--- src/rtl/fetch_pc_unit_if.sv ---
// Purpose: groups the fetch PC unit's control, redirect and status signals into one bundle.
// Ports: slave = fetch_pc_unit side; master = the decode, hazard and debug side that drives the controls.
// Signals: run/step/stall/halt controls, three redirect requests with targets, PC outputs and status.
interface fetch_pc_unit_if #(
  parameter int DATA_WIDTH = 32
);
  // Debug, hazard and decode controls into the unit
  logic                  i_enable;
  logic                  i_step;
  logic                  i_stall;
  logic                  i_branch_taken;
  logic [DATA_WIDTH-1:0] i_pcbranch;
  logic                  i_jump;
  logic [DATA_WIDTH-1:0] i_pcjump;
  logic                  i_jump_reg;
  logic [DATA_WIDTH-1:0] i_pcreg;
  logic                  i_halt;
  // Fetch address and status out of the unit
  logic [DATA_WIDTH-1:0] o_pc;
  logic [DATA_WIDTH-1:0] o_pcplus4;
  logic                  o_flush;
  logic                  o_misaligned;
  logic                  o_halted;
  logic [DATA_WIDTH-1:0] o_cycle_count;

  modport master (
    output i_enable, i_step, i_stall, i_branch_taken, i_pcbranch,
           i_jump, i_pcjump, i_jump_reg, i_pcreg, i_halt,
    input  o_pc, o_pcplus4, o_flush, o_misaligned, o_halted, o_cycle_count
  );

  modport slave (
    input  i_enable, i_step, i_stall, i_branch_taken, i_pcbranch,
           i_jump, i_pcjump, i_jump_reg, i_pcreg, i_halt,
    output o_pc, o_pcplus4, o_flush, o_misaligned, o_halted, o_cycle_count
  );
endinterface

--- src/rtl/fetch_pc_unit.sv ---
// Purpose: MIPS fetch-stage program counter with next-PC selection, stall, debug run/step and HALT.
// Latency: a redirect shows on o_pc one cycle after it is accepted; o_flush is combinational.
// Backpressure: i_stall holds the PC without flushing; HALT freezes the unit until i_reset.
// Ports: i_clk, i_reset (sync, active-high), bus (fetch_pc_unit_if.slave).
module fetch_pc_unit #(
  parameter int                    DATA_WIDTH = 32,
  parameter logic [DATA_WIDTH-1:0] RESET_PC   = '0
) (
  input  logic            i_clk,
  input  logic            i_reset,
  fetch_pc_unit_if.slave  bus
);

  typedef enum logic {
    ST_RUN    = 1'b0,
    ST_HALTED = 1'b1
  } state_t;

  state_t                state_q, state_d;
  logic [DATA_WIDTH-1:0] pc_q, pc_d;
  logic [DATA_WIDTH-1:0] cnt_q, cnt_d;
  logic                  mis_q, mis_d;

  logic                  advance;
  logic                  redirect;
  logic [DATA_WIDTH-1:0] target;
  logic                  flush;

  // Reset wins over everything, so it also masks the combinational flush
  assign advance = (bus.i_enable | bus.i_step) & (state_q == ST_RUN) & ~i_reset;

  // Redirect target in priority order: register jump, jump, branch
  always_comb begin
    redirect = 1'b0;
    target   = '0;
    if (bus.i_jump_reg) begin
      redirect = 1'b1;
      target   = bus.i_pcreg;
    end else if (bus.i_jump) begin
      redirect = 1'b1;
      target   = bus.i_pcjump;
    end else if (bus.i_branch_taken) begin
      redirect = 1'b1;
      target   = bus.i_pcbranch;
    end
  end

  always_comb begin
    state_d = state_q;
    pc_d    = pc_q;
    cnt_d   = cnt_q;
    mis_d   = 1'b0;     // misaligned is a single-cycle pulse
    flush   = 1'b0;
    if (advance) begin
      cnt_d = cnt_q + DATA_WIDTH'(1);
      if (bus.i_stall) begin
        // Decode will re-present redirect/HALT next cycle
        pc_d = pc_q;
      end else if (bus.i_halt) begin
        state_d = ST_HALTED;
        flush   = 1'b1;
      end else if (redirect) begin
        pc_d  = {target[DATA_WIDTH-1:2], 2'b00};
        mis_d = |target[1:0];
        flush = 1'b1;
      end else begin
        pc_d = pc_q + DATA_WIDTH'(4);
      end
    end
  end

  always_ff @(posedge i_clk) begin
    if (i_reset) begin
      state_q <= ST_RUN;
      pc_q    <= RESET_PC;
      cnt_q   <= '0;
      mis_q   <= 1'b0;
    end else begin
      state_q <= state_d;
      pc_q    <= pc_d;
      cnt_q   <= cnt_d;
      mis_q   <= mis_d;
    end
  end

  assign bus.o_pc          = pc_q;
  assign bus.o_pcplus4     = pc_q + DATA_WIDTH'(4);
  assign bus.o_flush       = flush;
  assign bus.o_misaligned  = mis_q;
  assign bus.o_halted      = (state_q == ST_HALTED);
  assign bus.o_cycle_count = cnt_q;

endmodule

--- src/flat_wrapper.sv ---
// flat-port wrapper written by rule: the top's interface ports become plain ports
module fetch_pc_unit_flat 
#(
  parameter int                    DATA_WIDTH = 32,
  parameter logic [DATA_WIDTH-1:0] RESET_PC   = '0
)
  (i_clk, i_reset, bus_i_enable, bus_i_step, bus_i_stall, bus_i_branch_taken, bus_i_pcbranch, bus_i_jump, bus_i_pcjump, bus_i_jump_reg, bus_i_pcreg, bus_i_halt, bus_o_pc, bus_o_pcplus4, bus_o_flush, bus_o_misaligned, bus_o_halted, bus_o_cycle_count);
  fetch_pc_unit_if #(.DATA_WIDTH(DATA_WIDTH)) bus_i ();
  input  logic i_clk;
  input  logic i_reset;
  input wire logic [$bits(bus_i.i_enable)-1:0] bus_i_enable;
  input wire logic [$bits(bus_i.i_step)-1:0] bus_i_step;
  input wire logic [$bits(bus_i.i_stall)-1:0] bus_i_stall;
  input wire logic [$bits(bus_i.i_branch_taken)-1:0] bus_i_branch_taken;
  input wire logic [$bits(bus_i.i_pcbranch)-1:0] bus_i_pcbranch;
  input wire logic [$bits(bus_i.i_jump)-1:0] bus_i_jump;
  input wire logic [$bits(bus_i.i_pcjump)-1:0] bus_i_pcjump;
  input wire logic [$bits(bus_i.i_jump_reg)-1:0] bus_i_jump_reg;
  input wire logic [$bits(bus_i.i_pcreg)-1:0] bus_i_pcreg;
  input wire logic [$bits(bus_i.i_halt)-1:0] bus_i_halt;
  output wire logic [$bits(bus_i.o_pc)-1:0] bus_o_pc;
  output wire logic [$bits(bus_i.o_pcplus4)-1:0] bus_o_pcplus4;
  output wire logic [$bits(bus_i.o_flush)-1:0] bus_o_flush;
  output wire logic [$bits(bus_i.o_misaligned)-1:0] bus_o_misaligned;
  output wire logic [$bits(bus_i.o_halted)-1:0] bus_o_halted;
  output wire logic [$bits(bus_i.o_cycle_count)-1:0] bus_o_cycle_count;
  assign bus_i.i_enable = bus_i_enable;
  assign bus_i.i_step = bus_i_step;
  assign bus_i.i_stall = bus_i_stall;
  assign bus_i.i_branch_taken = bus_i_branch_taken;
  assign bus_i.i_pcbranch = bus_i_pcbranch;
  assign bus_i.i_jump = bus_i_jump;
  assign bus_i.i_pcjump = bus_i_pcjump;
  assign bus_i.i_jump_reg = bus_i_jump_reg;
  assign bus_i.i_pcreg = bus_i_pcreg;
  assign bus_i.i_halt = bus_i_halt;
  assign bus_o_pc = bus_i.o_pc;
  assign bus_o_pcplus4 = bus_i.o_pcplus4;
  assign bus_o_flush = bus_i.o_flush;
  assign bus_o_misaligned = bus_i.o_misaligned;
  assign bus_o_halted = bus_i.o_halted;
  assign bus_o_cycle_count = bus_i.o_cycle_count;
  fetch_pc_unit #(.DATA_WIDTH(DATA_WIDTH), .RESET_PC(RESET_PC)) u_core (.i_clk(i_clk), .i_reset(i_reset), .bus(bus_i));
endmodule
--- config.mk ---
export PLATFORM = sky130hd
export DESIGN_NAME = fetch_pc_unit_flat
export DESIGN_NICKNAME = d
export VERILOG_FILES = /design/src/rtl/fetch_pc_unit_if.sv /design/src/rtl/fetch_pc_unit.sv /design/src/flat_wrapper.sv
export SDC_FILE = /design/constraint.sdc
export NUM_CORES = 1
export LEC_CHECK = 0
export CAP_MARGIN = 10
export CORE_MARGIN = 10
export CORE_UTILIZATION = 25
export DETAILED_ROUTE_END_ITERATION = 6
export HOLD_SLACK_MARGIN = 0.03
export SLEW_MARGIN = 20
export SYNTH_ARGS = -nofsm -noshare
export SYNTH_HDL_FRONTEND = slang
export SYNTH_SLANG_ARGS = --single-unit
--- constraint.sdc ---
create_clock -name i_clk -period 2.52 [get_ports i_clk]
set_input_delay 0.252 -clock i_clk [delete_from_list [all_inputs] [get_ports i_clk]]
set_output_delay 0.252 -clock i_clk [all_outputs]
set_load 0.01 [all_outputs]
* After elaboration in Yosys (flattened, before gate mapping)
Cells that the tools add are included.
Storage, ports and cells: memories 0, word-level logic and storage cells 30, bits in read-only memories 0, latch bits 0, memory bits (writable) 0, register bits after elaboration 66, output and inout bits 99, input bits 105
Operators by class: eq/ne operators 0, $add $sub $neg 2, bitwise gates (word level) 9, multiply operators 0, $lt $le $gt $ge 0, reduce and logical (&&, ||, !) cells 4, mux-type cells 11, divide/modulo/power cells 0, shift-type cells 0
Operator list (number):
- $mux W32 | 4
- $add A32 B1 Y32 const B | 1
- $add A32 B3 Y32 const B | 1
- $mux W1 | 7
- $not A1 Y1 | 6
- $reduce_and A3 Y1 | 2
- $reduce_or A5 Y1 | 1
- $and A1 B1 Y1 | 2
- $reduce_or A2 Y1 | 1
- $or A1 B1 Y1 | 1

* Logic depth before layout (Yosys ltp)
depth after elaboration 7, gate-level depth with buffers 7, mapped depth without buffers 6

* Worst setup path before layout
No wires, ideal clock.
kind register to output, start reg u_core.pc_q[2], in the netlist u_core.bus.o_pc[2], end out bus_o_pcplus4[22], data required time 2.268 ns, slack 0.293 ns, data arrival time 1.975 ns, cell stages (with the launch flop) 7, buffers on the path 1, cell sequence dfxtp_1 > ha_1 > nand3_1 > or4_1 > buf_2 > nor2_1 > xor2_1
On the way: word-level cells in the longest chain between the ends 1
Ends and longest elaborated chain:
- start: declaration | line fetch_pc_unit.sv:20 | logic [DATA_WIDTH-1:0] pc_q, pc_d;
- start signal: assignment | line fetch_pc_unit.sv:80 | pc_q <= pc_d;
- $add A32 B3 Y32 | line fetch_pc_unit.sv:87 | assign bus.o_pcplus4 = pc_q + DATA_WIDTH'(4);
- end: declaration | line flat_wrapper.sv:22 | output wire logic [$bits(bus_i.o_pcplus4)-1:0] bus_o_pcplus4;
Every way passes these cells.

* Worst setup path in the final report
start reg u_core.pc_q[2], in the netlist u_core.bus.o_pc[2], end out bus_o_pcplus4[24]
The elaborated chain is that of the path after synthesis.

==> key figures <==
Run status
  – Status: finished clean

Die
  – Ports: between 200 and 250
  – Die Span X: 150 um
  – Core area: 16600 um2
  – Initial core utilization: about a quarter
  – Rows: 47
  – Die H: 150 um
  – Die area: 22500 um2

CTS
  – # hold bufs at CTS: 0
  – Clock buffer depth: 2
  – H-tree depth: 3
  – Clock-pin slew on the worst setup and hold paths: 0.05 ns
  – CTS Sinks: 64
  – CTS root buffer: clkbuf_16
  – CTS tree: built
  – Latest clock arrival within the worst-skew pair: ~0.34 ns
  – Total CTS buffers: 9

Timing
  – RSZ-0062 raised after global routing: true
  – Final Critical Period: 2.45 ns
  – Max Slew Vio Count: 0
  – Hold slack: about 0.31 ns
  – Final period util: 97.2%
  – Worst relative slew slack: 62.3%
  – Fin. Hold Viols: 0
  – # setup viols final: 0
  – Clock Skews: 0.00637 ns
  – Slew @ Worst Pin: between 0.5 and 0.6 ns
  – PnR worst setup slack: 0.0707 ns
  – Final setup TNS: 0 ns
  – Max Freq: 0.408 GHz

Place
  – GP Congestion: 0.847
  – Placed cell areas: around 6700 um2
  – Port buffer count: 199
  – Placement Setup Slack: 0.0648 ns
  – Hpwl dp: 14.5 mm

Synthesis
  – Yosys reg bits: 64
  – YS warnings: 0
  – FFs w/ async S/R, synth: 0%
  – Synth top area cells: dfxtp_1, xor2_1, nor2_1
  – Count leader, synth: dfxtp_1
  – Post-synthesis sequential area ratio: 30.3%
  – Netlist cell types: 50
  – Synth Cell Area: between 4000 and 5000 um2
  – Synth Instances: about 560
  – Number of synthesized flops with an enable pin: 0
  – Commonest cells post-synth: dfxtp_1, nor2_1, nand2_1, o21ai_0, xor2_1
  – Area share of the largest cell type after synthesis: 30.3%
  – Commonest register cell after synthesis: dfxtp_1
  – Area leader, netlist: dfxtp_1
  – Syn_area_per_cell: roughly 7.5 um2

Final layout
  – Area of the multi-input gates: 2710 um2
  – Post-route cell area: 7020 um2
  – Layout area overhead: 66.2%
  – Fraction of layout cells with a size suffix above 1: between 10% and 20%
  – NumNets Final: 901
  – FF/Latch Area: about 1300 um2
  – Fillers: ~1.7k
  – N_diodes: 0

Run
  – Max_cap viols: 0

Global route
  – Antenna violations before repair: 0
  – Largest net degree at the start of global routing: 64
  – GRT Util Overall: 15.8%
  – Vias in the first global route: 4786
  – First-pass GRT wire length: 27.7 mm
  – GR Overflow Total: 0

Critical path
  – Critical path origin: u_core.bus.o_pc[2]$_SDFFE_PP0P_
  – Crit Path Max Fanout: 3
  – Worst flop-to-flop path startpoint: u_core.bus.o_pc[2]$_SDFFE_PP0P_
  – CP Data Arrival Time: 2.20 ns
  – Critical Path Source Type: flop
  – Critical Path RT: around 2.3 ns
  – Crit. End Element: output pin
  – CP Class: flop to output pin

Routing
  – ANT nets after route: 0
  – Vias per cell: 4.90
  – Vias: 4990
  – DR WL/cell: 18.1 um
  – WL final: 18.4 mm
  – DRC Markers: 0
  – Initial detailed-routing violation count: 323
  – Drt first pass iters: 5

Power
  – Leak: 2.62 nW
  – VDD IR max: ~0.27 mV
  – Power Density: 393 nW/um2

Worst hold path
  – HP Class: primary input to flop
  – HP Start: i_reset
[cells by family after synthesis]
kind of cell / share of synthesized area, %
AO/OA/AOI/OAI: 20.0
XOR/XNOR: 12.2
adder cells (fa/ha/maj): 0.593
buffers and inverters: 6.97
flip-flops: 30.3
other: 0.0888
AND/OR/NAND/NOR: 29.8
[cell type report]
cell class / count / share of cell area [%]
repair buffers: 263 / 34.9
inverters: 14 / 0.749
clock buffers: 10 / 3.26
flip-flops and latches: 64 / 18.3
clock inverters: 5 / 0.357
multi-input cells: 442 / 38.6
well taps: 220 / 3.92
[flip-flops by register name, summed over array words and instances, names as in the netlist]
signal	count
u_core.bus.o_cycle_count	32
u_core.bus.o_pc	30
u_core.bus.o_halted	1
u_core.bus.o_misaligned	1
[path summary, 6_finish.rpt]
| path | to | slack [ns] | cells after the start |
|---|---|---|---|
| worst max-delay path | bus_o_pcplus4[24] | 0.07 | 6 |
| worst min-delay path | u_core.bus.o_cycle_count[14]$_SDFFE_PP0P_ | 0.31 | 2 |
| worst max register to register | u_core.bus.o_pc[28]$_SDFFE_PP0P_ | 0.47 | 9 |
| worst min register to register | u_core.bus.o_cycle_count[1]$_SDFFE_PP0P_ | 0.51 | 2 |
[report_power, final]
part           switching, mW  total [mW]  internal (mW)
sequential            0.0326        1.07           1.04
combinational          0.261       0.583          0.322
clock                  0.451        1.10          0.650
total                  0.744        2.76           2.01
[placed cells by master (no fill, tap or decap), drive strengths merged, types with 14 or more instances in the layout]
cell type      instances
a21oi                 28
xor2                  34
o21ai                 38
buf                   66
nand3                 30
dfxtp                 64
clkdlybuf4s50        179
clkbuf                14
nor3                  15
a22oi                 22
xnor2                 25
nand4                 27
nor2                  62
nand2                 57
[critical path, stage by stage, from the launching register on]
cell             delay (ns)
dfxtp_1                0.33
ha_2                   0.21
and3_1                 0.21
nand2_1                0.13
or4_4                  0.56
xnor2_1                0.16
clkdlybuf4s15_1        0.26
[metal layers]
layer | global-route usage [%] | wire length, um
met2 | 26.9 | 9160
met4 | 4.86 | 210
met5 | 0 | 0
met1 | 19.2 | 7810
met3 | 3.71 | 1240
[through the flow]
stage | instances | power, mW | util, %
CTS | 1014 | 2.80 | 42.1
global route | 1018 | 2.88 | 42.3
finish | 1018 | 2.76 | 42.3
floorplan | 566 | 1.32 | -
detailed placement | 997 | 1.69 | 40.5
global placement | 997 | 1.69 | 40.5
[what timing repair did]
item / CTS / global route
hold endpoints to repair: 0 / 0
pin swaps: 3 / 3
gates resized for setup: 23 / 15
buffers inserted: 2 / 4
endpoints found under the setup margin: 17 / 14
(Power assumes the default switching activity.)
